--- config.mk ---
export PLATFORM = sky130hd
export DESIGN_NAME = draw_platform
export DESIGN_NICKNAME = d
export VERILOG_FILES = /design/src/rtl/draw_platform_pkg.sv /design/src/rtl/signal_delay.sv /design/src/rtl/draw_platform.sv
export SDC_FILE = /design/constraint.sdc
export NUM_CORES = 1
export LEC_CHECK = 0
export ABC_CLOCK_PERIOD_IN_PS = 3700
export BUFFER_PORTS_ARGS = -buffer_cell sky130_fd_sc_hd__buf_2
export CAP_MARGIN = 20
export CORE_UTILIZATION = 55
export DETAILED_ROUTE_END_ITERATION = 8
export MAX_ROUTING_LAYER = met4
export PLACE_DENSITY = 0.83
export SETUP_SLACK_MARGIN = 0.2
export SYNTH_ARGS = -nofsm -noshare
export SYNTH_HDL_FRONTEND = slang
export SYNTH_HIERARCHICAL = 1
export SYNTH_SLANG_ARGS = --single-unit
--- constraint.sdc ---
create_clock -name clk -period 3.7 [get_ports clk]
set_input_delay 0.74 -clock clk [delete_from_list [all_inputs] [get_ports clk]]
set_output_delay 0.74 -clock clk [all_outputs]
set_load 0.02 [all_outputs]
--- src/rtl/draw_platform_pkg.sv ---
// Shared widths, colour key and timing/pixel bundle layout for the platform tile drawer.
package draw_platform_pkg;

  localparam int unsigned H_BITS      = 11;
  localparam int unsigned RGB_BITS    = 12;
  localparam int unsigned POS_BITS    = 12;
  localparam int unsigned LEN_BITS    = 6;
  localparam int unsigned TILE_BITS   = 4;
  localparam int unsigned TILE_PX     = 1 << TILE_BITS;
  localparam int unsigned ADDR_BITS   = 2 * TILE_BITS;
  localparam int unsigned CMP_BITS    = 13;
  localparam int unsigned BUNDLE_BITS = 2 * H_BITS + 4 + RGB_BITS;

  localparam logic [RGB_BITS-1:0] KEY_RGB_DEF = 12'hF0F;

  typedef struct packed {
    logic [H_BITS-1:0]   hcount;
    logic [H_BITS-1:0]   vcount;
    logic                hsync;
    logic                vsync;
    logic                hblnk;
    logic                vblnk;
    logic [RGB_BITS-1:0] rgb;
  } bundle_t;

endpackage

--- src/rtl/signal_delay.sv ---
// Fixed-depth register delay line with asynchronous active-low clear.
module signal_delay #(
  parameter int unsigned WIDTH = 1,
  parameter int unsigned DEPTH = 1
) (
  input  logic             clk,
  input  logic             rst_n,
  input  logic [WIDTH-1:0] data_i,
  output logic [WIDTH-1:0] data_o
);

  logic [WIDTH-1:0] pipe_q [DEPTH];

  always_ff @(posedge clk or negedge rst_n) begin
    if (!rst_n) begin
      for (int i = 0; i < DEPTH; i++) pipe_q[i] <= '0;
    end else begin
      pipe_q[0] <= data_i;
      for (int i = 1; i < DEPTH; i++) pipe_q[i] <= pipe_q[i-1];
    end
  end

  assign data_o = pipe_q[DEPTH-1];

endmodule

--- src/rtl/draw_platform.sv ---
// Draws a horizontal run of 16x16 ROM tiles over the pixel stream; 3-cycle matched latency.
module draw_platform
  import draw_platform_pkg::*;
#(
  parameter int unsigned         MAX_TILES = 32,
  parameter logic [RGB_BITS-1:0] KEY_RGB   = KEY_RGB_DEF
) (
  input  logic                 clk,
  input  logic                 rst_n,
  input  logic [H_BITS-1:0]    hcount_in,
  input  logic [H_BITS-1:0]    vcount_in,
  input  logic                 hsync_in,
  input  logic                 vsync_in,
  input  logic                 hblnk_in,
  input  logic                 vblnk_in,
  input  logic [RGB_BITS-1:0]  rgb_in,
  input  logic [POS_BITS-1:0]  xpos,
  input  logic [POS_BITS-1:0]  ypos,
  input  logic [LEN_BITS-1:0]  len,
  input  logic                 pos_valid,
  output logic                 pos_ack,
  output logic [ADDR_BITS-1:0] rom_addr,
  input  logic [RGB_BITS-1:0]  rom_rgb,
  output logic [H_BITS-1:0]    hcount_out,
  output logic [H_BITS-1:0]    vcount_out,
  output logic                 hsync_out,
  output logic                 vsync_out,
  output logic                 hblnk_out,
  output logic                 vblnk_out,
  output logic [RGB_BITS-1:0]  rgb_out
);

  logic                 vblnk_q, armed_q, vblnk_rise, accept;
  logic                 pos_ack_q;
  logic [POS_BITS-1:0]  x_act_q, y_act_q;
  logic [LEN_BITS-1:0]  len_act_q, len_clamped;

  // armed_q blocks a false rising edge when vblnk_in is already high at reset release.
  assign vblnk_rise  = vblnk_in & ~vblnk_q & armed_q;
  assign accept      = vblnk_rise & pos_valid;
  assign len_clamped = (32'(len) > MAX_TILES) ? LEN_BITS'(MAX_TILES) : len;

  always_ff @(posedge clk or negedge rst_n) begin
    if (!rst_n) begin
      vblnk_q   <= 1'b0;
      armed_q   <= 1'b0;
      pos_ack_q <= 1'b0;
      x_act_q   <= '0;
      y_act_q   <= '0;
      len_act_q <= '0;
    end else begin
      vblnk_q   <= vblnk_in;
      pos_ack_q <= accept;
      if (!vblnk_in) armed_q <= 1'b1;
      if (accept) begin
        x_act_q   <= xpos;
        y_act_q   <= ypos;
        len_act_q <= len_clamped;
      end
    end
  end

  assign pos_ack = pos_ack_q;

  logic [CMP_BITS-1:0]  h_ext, v_ext, x_lo, x_hi, y_lo, y_hi;
  logic [TILE_BITS-1:0] rel_x, rel_y;
  logic                 hit1_d, hit1_q, hit2_q;
  logic [ADDR_BITS-1:0] rom_addr_q;

  assign h_ext = CMP_BITS'(hcount_in);
  assign v_ext = CMP_BITS'(vcount_in);
  assign x_lo  = CMP_BITS'(x_act_q);
  assign x_hi  = x_lo + (CMP_BITS'(len_act_q) << TILE_BITS);
  assign y_lo  = CMP_BITS'(y_act_q);
  assign y_hi  = y_lo + CMP_BITS'(TILE_PX);

  assign hit1_d = (h_ext >= x_lo) && (h_ext < x_hi) && (v_ext >= y_lo) && (v_ext < y_hi) &&
                  !hblnk_in && !vblnk_in;

  // Only the low bits of the offset matter, so the tile pattern repeats every 16 px.
  assign rel_x = hcount_in[TILE_BITS-1:0] - x_act_q[TILE_BITS-1:0];
  assign rel_y = vcount_in[TILE_BITS-1:0] - y_act_q[TILE_BITS-1:0];

  always_ff @(posedge clk or negedge rst_n) begin
    if (!rst_n) begin
      hit1_q     <= 1'b0;
      hit2_q     <= 1'b0;
      rom_addr_q <= '0;
    end else begin
      hit1_q     <= hit1_d;
      hit2_q     <= hit1_q;
      rom_addr_q <= {rel_y, rel_x};
    end
  end

  assign rom_addr = rom_addr_q;

  bundle_t in_b, dly_b, out_q;

  assign in_b = {hcount_in, vcount_in, hsync_in, vsync_in, hblnk_in, vblnk_in, rgb_in};

  signal_delay #(
    .WIDTH (BUNDLE_BITS),
    .DEPTH (2)
  ) u_stream_dly (
    .clk    (clk),
    .rst_n  (rst_n),
    .data_i (in_b),
    .data_o (dly_b)
  );

  always_ff @(posedge clk or negedge rst_n) begin
    if (!rst_n) begin
      out_q <= '0;
    end else begin
      out_q     <= dly_b;
      out_q.rgb <= (hit2_q && (rom_rgb != KEY_RGB)) ? rom_rgb : dly_b.rgb;
    end
  end

  assign hcount_out = out_q.hcount;
  assign vcount_out = out_q.vcount;
  assign hsync_out  = out_q.hsync;
  assign vsync_out  = out_q.vsync;
  assign hblnk_out  = out_q.hblnk;
  assign vblnk_out  = out_q.vblnk;
  assign rgb_out    = out_q.rgb;

endmodule

==> results of run 1 <==
[cells in the final DEF, fill, tap and decap left out, types with 4 or more instances in the layout]
| master | n |
|---|---|
| sky130_fd_sc_hd__nor2b_1 | 4 |
| sky130_fd_sc_hd__a21o_1 | 4 |
| sky130_fd_sc_hd__buf_2 | 128 |
| sky130_fd_sc_hd__o31ai_1 | 4 |
| sky130_fd_sc_hd__nand2b_1 | 6 |
| sky130_fd_sc_hd__nor2_1 | 13 |
| sky130_fd_sc_hd__nand2_1 | 58 |
| sky130_fd_sc_hd__nand4b_1 | 4 |
| sky130_fd_sc_hd__ha_1 | 43 |
| sky130_fd_sc_hd__dfrtp_1 | 157 |
| sky130_fd_sc_hd__o21ai_0 | 31 |
| sky130_fd_sc_hd__clkbuf_16 | 16 |
| sky130_fd_sc_hd__clkinv_4 | 4 |
| sky130_fd_sc_hd__xnor2_1 | 8 |
| sky130_fd_sc_hd__a21oi_1 | 12 |
| sky130_fd_sc_hd__bufinv_16 | 5 |
| sky130_fd_sc_hd__mux2_1 | 7 |
| sky130_fd_sc_hd__nand3_1 | 8 |
| sky130_fd_sc_hd__inv_1 | 38 |
[critical path, delay by kind of cell (launching register included)]
family                     cells  cell delay (ns)
AOI/OAI and AO/OA              4             1.24
adders and majority gates      2             0.56
DFF                            1             0.40
and+or+nand+nor                3             0.39
[stage by stage]
stage	hold WS (ns)	cells	area, sq um
finish	0.129	745	7370
global route	0.140	745	7370
CTS	0.115	745	7370
detailed placement	0.335	713	6710
global placement	0.331	713	6710
floorplan	0.331	485	6160
[area by class of cell]
cell class / count / area, sq um / area share (%)
multi-input combinational: 245 / 1770 / 24.1
inverter: 38 / 143 / 1.94
sequential: 157 / 3930 / 53.3
clock inverter: 12 / 208 / 2.82
timing repair buffer: 133 / 694 / 9.43
tap: 140 / 175 / 2.38
clock buffer: 20 / 445 / 6.05
[how the worst max path moves through the flow]
stage	end
global placement	hit1_q$_DFF_PN0_
finish	hit1_q$_DFF_PN0_
detailed placement	hit1_q$_DFF_PN0_
global route	hit1_q$_DFF_PN0_
floorplan	hit1_q$_DFF_PN0_
CTS	hit1_q$_DFF_PN0_
[layer usage]
metal / GRT usage [%] / routed length (um) / share of wire, %
met5: - / 0 / 0
met4: 8.71 / 203 / 1.8
met3: 5.81 / 593 / 5.3
met2: 34.4 / 5460 / 49
met1: 26.3 / 4940 / 44
[cells by family (layout without fill, tap and decap cells)]
logic type,after synthesis,after routing,share of synthesized area (%)
adder cells (fa/ha/maj),46,46,9.71
AO/OA/AOI/OAI,76,76,8.17
XOR/XNOR,10,10,1.42
buffers and inverters,83,203,7.40
flip-flops,157,157,63.8
multiplexers,9,9,1.65
AND/OR/NAND/NOR,104,104,7.84
[registers in the layout (all words and copies together) (netlist names), 6 cells and up]
register and flops:
y_act_q 12, vcount_out 11, rgb_out 12, u_stream_dly/pipe_q 38, len_act_q 6, hcount_out 11
rom_addr 8, x_act_q 12, u_stream_dly/data_o 38
[power groups by stage]
stage          combinational, mW  clock [mW]  sequential (mW)
2_1_floorplan              0.446           0             2.02
4_1_cts                    0.760        1.91             1.94
3_3_place_gp               0.712           0             1.96
6_report                   0.760        1.87             1.94
3_5_place_dp               0.745           0             1.97
5_1_grt                    0.853        1.98             1.95
[cell usage after synthesis (all sizes together) (3+ instances only)]
cell type | number | area (sq um)
fa | 3 | 60.1
nand2b | 6 | 37.5
dfrtp | 157 | 3930
o21ai | 34 | 170
a21oi | 14 | 85.1
nand3 | 8 | 40.0
o21a | 3 | 22.5
nor2b | 5 | 33.8
clkbuf | 5 | 18.8
nand4 | 3 | 18.8
nand4b | 4 | 35.0
inv | 38 | 143
a21o | 4 | 30.0
o31ai | 5 | 42.5
nand2 | 58 | 218
mux2 | 9 | 101
nor2 | 13 | 48.8
a41oi | 3 | 26.3
ha | 43 | 538
buf | 40 | 294
xnor2 | 8 | 70.1
==> flow_results.org, run 1 <==
** STA
- Setup repair after global routing left no endpoint under its margin.
- For the final database, setup skew stands at ~0.0064 ns.
- Part of the cycle the worst path needs :: between 70% and 80%
- Min Clock Period, post-route :: ~2.7 ns
- Transition time of the tightest slew-check pin :: 0.593 ns
- The hold violation total from the final report was 0.
- Across all setup checks in the final design, the least slack found is between 0.9 and 1 ns.
- Final slew viol count :: 0
- Slew headroom :: about three fifths
- Final setup TNS :: 0 ns
- Max Clock Freq :: around 0.37 GHz
- Number of setup violations in the final report :: 0

** Power and ir drop
- In this run, the clock network consumes between 40% and 50% of the power.
- Per report_power, the combinational group accounts for about 17% of the total.
- Power per cell area :: 621 nW/um^2
- Final Power :: 4.57 mW
- In this run switching power makes up between 20% and 30% of total power.
- In this run the static leakage power is 3.64 nW.
- Highest ir drop seen on vdd :: approximately 0.32 mV
- The analysis attributes to net switching a power of between 1 and 1.5 mW.
- Sequential cells burn between 40% and 50% of the power.
- The internal power of the cells totals around 3.4 mW.

** Die
- Vertical die dimension :: about 110 um
- The core region is between 10000 and 15000 sq um.
- The die is 108 um wide.
- Die area :: roughly 12000 sq um
- For this design the top-level I/O count stands at 130.
- After floorplanning, the core was divided into 38 placement rows.
- Initial standard-cell utilization of the core :: between 50% and 60%

** Setup path
- Maximum cell stage delay along the critical path :: 0.46 ns
- The worst setup path is captured at a flip-flop.
- Data arrives at the worst endpoint at approximately 3.1 ns.
- Start point of the critical path :: x_act_q[5]$_DFFE_PN0P_
- Setup slack on the worst reg-to-reg path comes out at 0.99 ns.
- Depth of the worst register-to-register path :: 9
- Capturing point of the worst reg2reg path :: hit1_q$_DFF_PN0_
- Required time of the worst setup path :: slightly above 4 ns
- Worst setup SP type :: flip-flop
- Biggest fanout along the worst timing path :: 3
- Critical setup path kind :: flip-flop to flip-flop
- Critical Path Slowest Stage Cell :: sky130_fd_sc_hd__o31ai_1
- Counting stages on the worst path, the most repeated cell is sky130_fd_sc_hd__ha_1.
- Critical register-to-register path startpoint :: x_act_q[5]$_DFFE_PN0P_
- Traced cell by cell, the critical path runs through ha_1 -> a211oi_1 -> nor2_1 -> o31ai_1 -> nand2_1 -> ha_1 -> nor3_1 -> a32oi_1 -> a2111oi_2.

** Routing
- Average vias per placed instance :: about 5.0
- For this block, the via count after detailed routing is 3708.
- Dividing the detail-routed wire length by the instance count gives approximately 15 um.
- For this run, the detailed router's first-pass iteration total came to 4.
- For this block, the routed nets add up to 11.2 mm of wire.
- In the routed design, unresolved DRC markers number 0.
- In this run, the number of DRC markers left after iteration 0 of detailed routing was approximately 150.
- The count of nets left with antenna violations once routing finished came out at 0.

** CTS
- Buffers inserted to repair hold after CTS numbered 0.
- Post_cts resized :: 0
- Later-pin clock latency in the skew report :: 0.52 ns
- In this run, CTS created clock tree buffers numbering 17.
- The clock passes through at most 2 buffers.
- After clock tree synthesis, the setup repair step added 0 buffers.
- Clock edge transition at the registers on the reported setup and hold paths :: around 0.06 ns
- Number of H-tree branching levels :: 4
- The root buffer cell chosen for the clock tree is sky130_fd_sc_hd__clkbuf_8.
- TritonCTS built the clock tree.
- Clock tree sinks :: around 160

** Yosys
- In this run the mean area of a mapped cell was between 10 and 15 sq um.
- Number of instances in the synthesized netlist :: slightly below 500
- The Yosys step of the flow raised 6 warnings.
- Counting flops and latches in the post-synthesis netlist gives roughly 160.
- Number of nets in the synthesized netlist :: between 600 and 700
- The most used flip-flop cell after synthesis is sky130_fd_sc_hd__dfrtp_1.
- Count of flip-flops with a built-in enable after synthesis :: 0
- Post-synthesis cell area :: ~6000 sq um
- Sequential-to-total area share from yosys stat :: 63.8%
- After synthesis, the netlist uses between 40 and 50 different library cells.
- Fraction of synthesis flops using an asynchronous set or reset pin :: between 90% and 100%

** Layout
- The area growth from synthesis to layout is 19.7%.
- At the end of the flow, the number of nets in the layout was between 700 and 800.
- The filler cells instantiated in the layout total between 800 and 900.
- Proportion of layout cells with a drive suffix above 1 :: 28.6%
- For this run, the share of the core covered by cells in the final layout is between 60 and 70%.
- 0 antenna diodes ended up in the layout.

** Worst hold path
- The tightest min-delay check is of the input port to asynchronous set/reset pin type.

** Placed design
- Input and output buffers added on the ports amount to ~130.
- Final Wtd Congestion :: 0.880
- Post-place setup slack :: about 1.1 ns
- HPWL after DPL :: 8.10 mm

** Global route
- Largest net degree at the start of global routing :: about 120
- The initial antenna violation count came to 0.
- GRT Residual Overflow :: 0
- Via count of the first global-routing pass :: roughly 3.8k
- The first global-routing pass estimated between 15 and 20 mm of wire.
- Global-route total usage across every layer :: a little over a fifth

** Outcome
- The run finished with clean final reports.

** Flow run
- Number of max-capacitance violations reported :: 0
No activity file was read; power rests on OpenSTA's default activity.
==> run 2: changes to the inputs <==
- ABC_CLOCK_PERIOD_IN_PS: 3700 -> 2300
- CORE_UTILIZATION: 55 -> 49
- PLACE_DENSITY: 0.83 -> 0.79
- clock period: 3.7 -> 2.3 ns (I/O delays scaled with it)
==> run 2 against run 1 <==
  * The run now ends with hold timing, setup timing left
  * Critical path depth up 3
  * Sequential share of layout area decreased by 0.71 points
  * Utilization decreased by 6.0 points
  * First-iteration DRC count grew 24%
  * Count of clock-buffer cells in the layout down 2
  * Via count rose by 1.2%
  * Power is 52% higher
  * Non-clock buffer count rose by 18
  * Sequential cell count unchanged
  * Hold slack got worse by 0.15 ns
  * Clock skew grew 0.0014 ns
  * Cell count up 5.9%
==> flow_results.org, run 2 (synthesis gave the netlist of run 1 again) <==
** STA
- The final hold slack was -0.0206 ns (-0.150 ns).
- Part of the cycle the worst path needs :: 108% (+35 points)
- Number of hold violations in the final report :: 14 (+14)
- The peak clock frequency supported by timing came to 0.402 GHz (+8.8%).
- The count of endpoints failing setup in the final report was 1 (+1).
- Min Clock Period, post-route :: 2.49 ns (-0.220 ns)
- Unrepaired setup endpoints after global routing :: true
- Min setup slack post-route :: -0.188 ns (-1.18 ns)
- The setup skew after layout came to 0.00777 ns (+0.00137 ns).
- The final-report max-slew violation count came to 0 (unchanged).
- Transition time of the tightest slew-check pin :: 0.485 ns (-0.108 ns)
- Slew headroom :: 67.7% (+7.2 points)

** Layout
- Final nets :: 739 (+2.5%)
- The fill cell instance count of the final layout was 983 (+21%).
- Most common cell after layout, fill and taps aside :: sky130_fd_sc_hd__dfrtp_1
- Proportion of layout cells with a drive suffix above 1 :: 32.0% (+3.5 points)
- The final core utilization came to 61.7% (-6.0 points).
- Relative to the synthesized area, the layout overhead comes to 21.3%.
- The final non-filler cell total was 789 (+5.9%).
- In the layout the commonest cells are sky130_fd_sc_hd__dfrtp_1, sky130_fd_sc_hd__buf_2, sky130_fd_sc_hd__nand2_1.
- Inserted Diodes :: 0 (unchanged)

** Routing
- The final wirelength was 11.2 mm (-0.29%).
- Via Count :: 3754 (+1.2%)
- The DRC marker count from the first detailed-route iteration is 181 (+24%).
- The residual DRC count is 0 (unchanged).
- Wire length per cell after detailed routing :: 14.2 um (-5.8%)
- Drt pass-1 iters :: 7 (+3)
- The via-per-instance ratio was 4.76 (-4.4%).
- The residual antenna-violating net count after detailed routing was 0 (unchanged).

** Power and ir drop
- Power per cell area :: 930 nW/um^2 (+50%)
- Switching Share :: 27.1% (+1.1 points)
- Highest ir drop seen on vdd :: 0.399 mV (+24%)
- The combinational power share came to 18.7% (+2.1 points).
- Switching pwr :: 1.88 mW (+58%)
- The relative contribution of sequential cells to total power was 44.9% (+2.5 points).
- The internal cell power came to 5.06 mW (+49%).
- Leakage :: 3.67 nW (+1.0%)
- The clock network fraction of total power is 36.4% (-4.6 points).

** Setup path
- Broken down by cell family, the worst path's largest delay share belongs to compound AO/OA/AOI/OAI gates.
- Biggest fanout along the worst timing path :: 2 (-1)
- The critical path buffer and inverter count was 1 (+1).
- The worst setup path is captured at a flip-flop.
- Cell with the most instances on the worst path :: sky130_fd_sc_hd__o21ai_1
- The worst setup path is of the flip-flop to flip-flop kind.
- Critical Path Slowest Stage Cell :: sky130_fd_sc_hd__a2111oi_2
- Maximum cell stage delay along the critical path :: 0.39 ns (-0.07 ns)
- The data required time at the worst endpoint came to 2.59 ns (-1.52 ns).
- The worst endpoint data arrival time is 2.78 ns (-0.34 ns).
- Worst setup SP type :: flip-flop
- The critical path goes through ha_2 -> inv_1 -> fa_2 -> nor2b_2 -> o31a_1 -> o21ai_1 -> nand2b_1 -> xnor2_2 -> ha_1 -> o21ai_1 -> a32oi_1 -> a2111oi_2.

** Global route
- The maximum number of pins on one net before global-route repair came to 64 (-44%).
- Wire length of the first global-routing pass :: 18.8 mm (+4.2%)
- Via count of the first global-routing pass :: 3881 (+2.6%)
- The total routing usage reported by global routing came to 19.8% (-1.9 points).
- The final global-route overflow total was 0 (unchanged).
- The initial antenna violation count was 0 (unchanged).

** Placed design
- Post-place setup slack :: -0.146 ns (-1.22 ns)
- The number of cells after detailed placement was 758 (+6.3%).
- HPWL after DPL :: 8.47 mm (+4.5%)
- The number of buffers added on ports is 129 (unchanged).
- The weighted congestion at the end of routability-driven global placement is 0.850 (-3.4%).

** Die
- The top-level I/O count came to 130 (unchanged).
- The floorplan core area was 12100 sq um (+11%).
- Placement Rows :: 40 (+5.3%)
- Vertical die dimension :: 114 um (+5.8%)
- The overall die width was 114 um (+5.8%).
- Initial standard-cell utilization of the core :: 50.8% (-5.7 points)
- Die area :: 13000 sq um (+12%)

** CTS
- The worst-case clock buffer depth was 2 (unchanged).
- The quantity of hold-fixing buffers added after cts was 0 (unchanged).
- The H-tree depth reported by CTS was 4 (unchanged).
- The clock latency reported for the late side of the worst-skew pair was 0.41 ns (-0.11 ns).
- TritonCTS built the clock tree.
- Clock edge transition at the registers on the reported setup and hold paths :: 0.06 ns (about the same)
- The cell sitting at the root of the clock tree is a sky130_fd_sc_hd__clkbuf_16.
- Clock tree sinks :: 157 (unchanged)
- The total clock buffers created by CTS came to 17 (unchanged).

** Outcome
- Status :: finished with violations
- The checks that failed: hold timing, setup timing.

** Worst hold path
- The tightest min-delay check is of the input port to asynchronous set/reset pin type.

** Flow run
- The max-capacitance violation count came to 0 (unchanged).
run 2: changes by cell type in the layout (fill, tap and decap cells not counted), moves of 2 or more:
cell,change
sky130_fd_sc_hd__buf_4,+18
sky130_fd_sc_hd__bufinv_16,-4
sky130_fd_sc_hd__clkbuf_8,-2
sky130_fd_sc_hd__clkinv_2,+6
sky130_fd_sc_hd__clkinv_4,-3
sky130_fd_sc_hd__clkinvlp_4,+2
sky130_fd_sc_hd__ha_1,-2
run 2: repair_timing:
item	CTS	global route
endpoints found under the hold margin	0	0
setup endpoints to repair	1	1
pin swaps	0	1
gates resized for setup	0	4
cloned	0	0
buffers inserted	0	1
run 2: final timing paths:
check	startpoint	end	slack, ns	cells past startpoint
hold reg to reg	u_stream_dly/data_o[31]$_DFF_PN0_	hcount_out[4]$_DFF_PN0_	0.34	0
min in group clk	rgb_in[5]	u_stream_dly/pipe_q[43]$_DFF_PN0_	0.15	1
setup / recovery	x_act_q[4]$_DFFE_PN0P_	hit1_q$_DFF_PN0_	-0.19	12
hold / removal	rst_n	hcount_out[3]$_DFF_PN0_	-0.02	1
max in group asynchronous	rst_n	u_stream_dly/data_o[31]$_DFF_PN0_	1.55	2
setup reg to reg	x_act_q[4]$_DFFE_PN0P_	hit1_q$_DFF_PN0_	-0.19	12
run 2: layout make-up:
cell class | instances | area [sq um] | area share, %
well taps | 168 | 210 | 2.82
multi-input cells | 245 | 1820 | 24.4
clock inverters | 12 | 97.6 | 1.31
inverters | 38 | 143 | 1.91
clock buffers | 18 | 439 | 5.88
repair buffers | 151 | 830 | 11.1
flip-flops and latches | 157 | 3930 | 52.6
run 2: through the flow:
step           hold slack [ns]  cell area, sq um  power, mW  setup TNS (ns)
2_1_floorplan            0.164              6190       3.99               0
3_3_place_gp             0.332              6910       4.39         -0.0520
3_5_place_dp             0.335              6910       4.45          -0.146
4_1_cts                0.00160              7440       7.01          -0.164
5_1_grt                 0.0137              7470       7.33          -0.411
6_report               -0.0206              7470       6.94          -0.188
run 2: routing by layer:
layer	share of wire (%)	global-route usage (%)	routed length, um	vias up
met5	0	-	0	-
met4	2.2	9.26	247	0
met3	4.6	4.24	512	22
met2	47	29.9	5240	115
met1	46	25.6	5170	1787
li1	-	-	-	1830
run 2: power by group through the flow:
stage	clock, mW	combinational, mW	sequential [mW]
2_1_floorplan	0	0.729	3.26
5_1_grt	2.72	1.47	3.14
3_3_place_gp	0	1.23	3.16
4_1_cts	2.60	1.29	3.12
6_report	2.53	1.30	3.12
3_5_place_dp	0	1.28	3.17
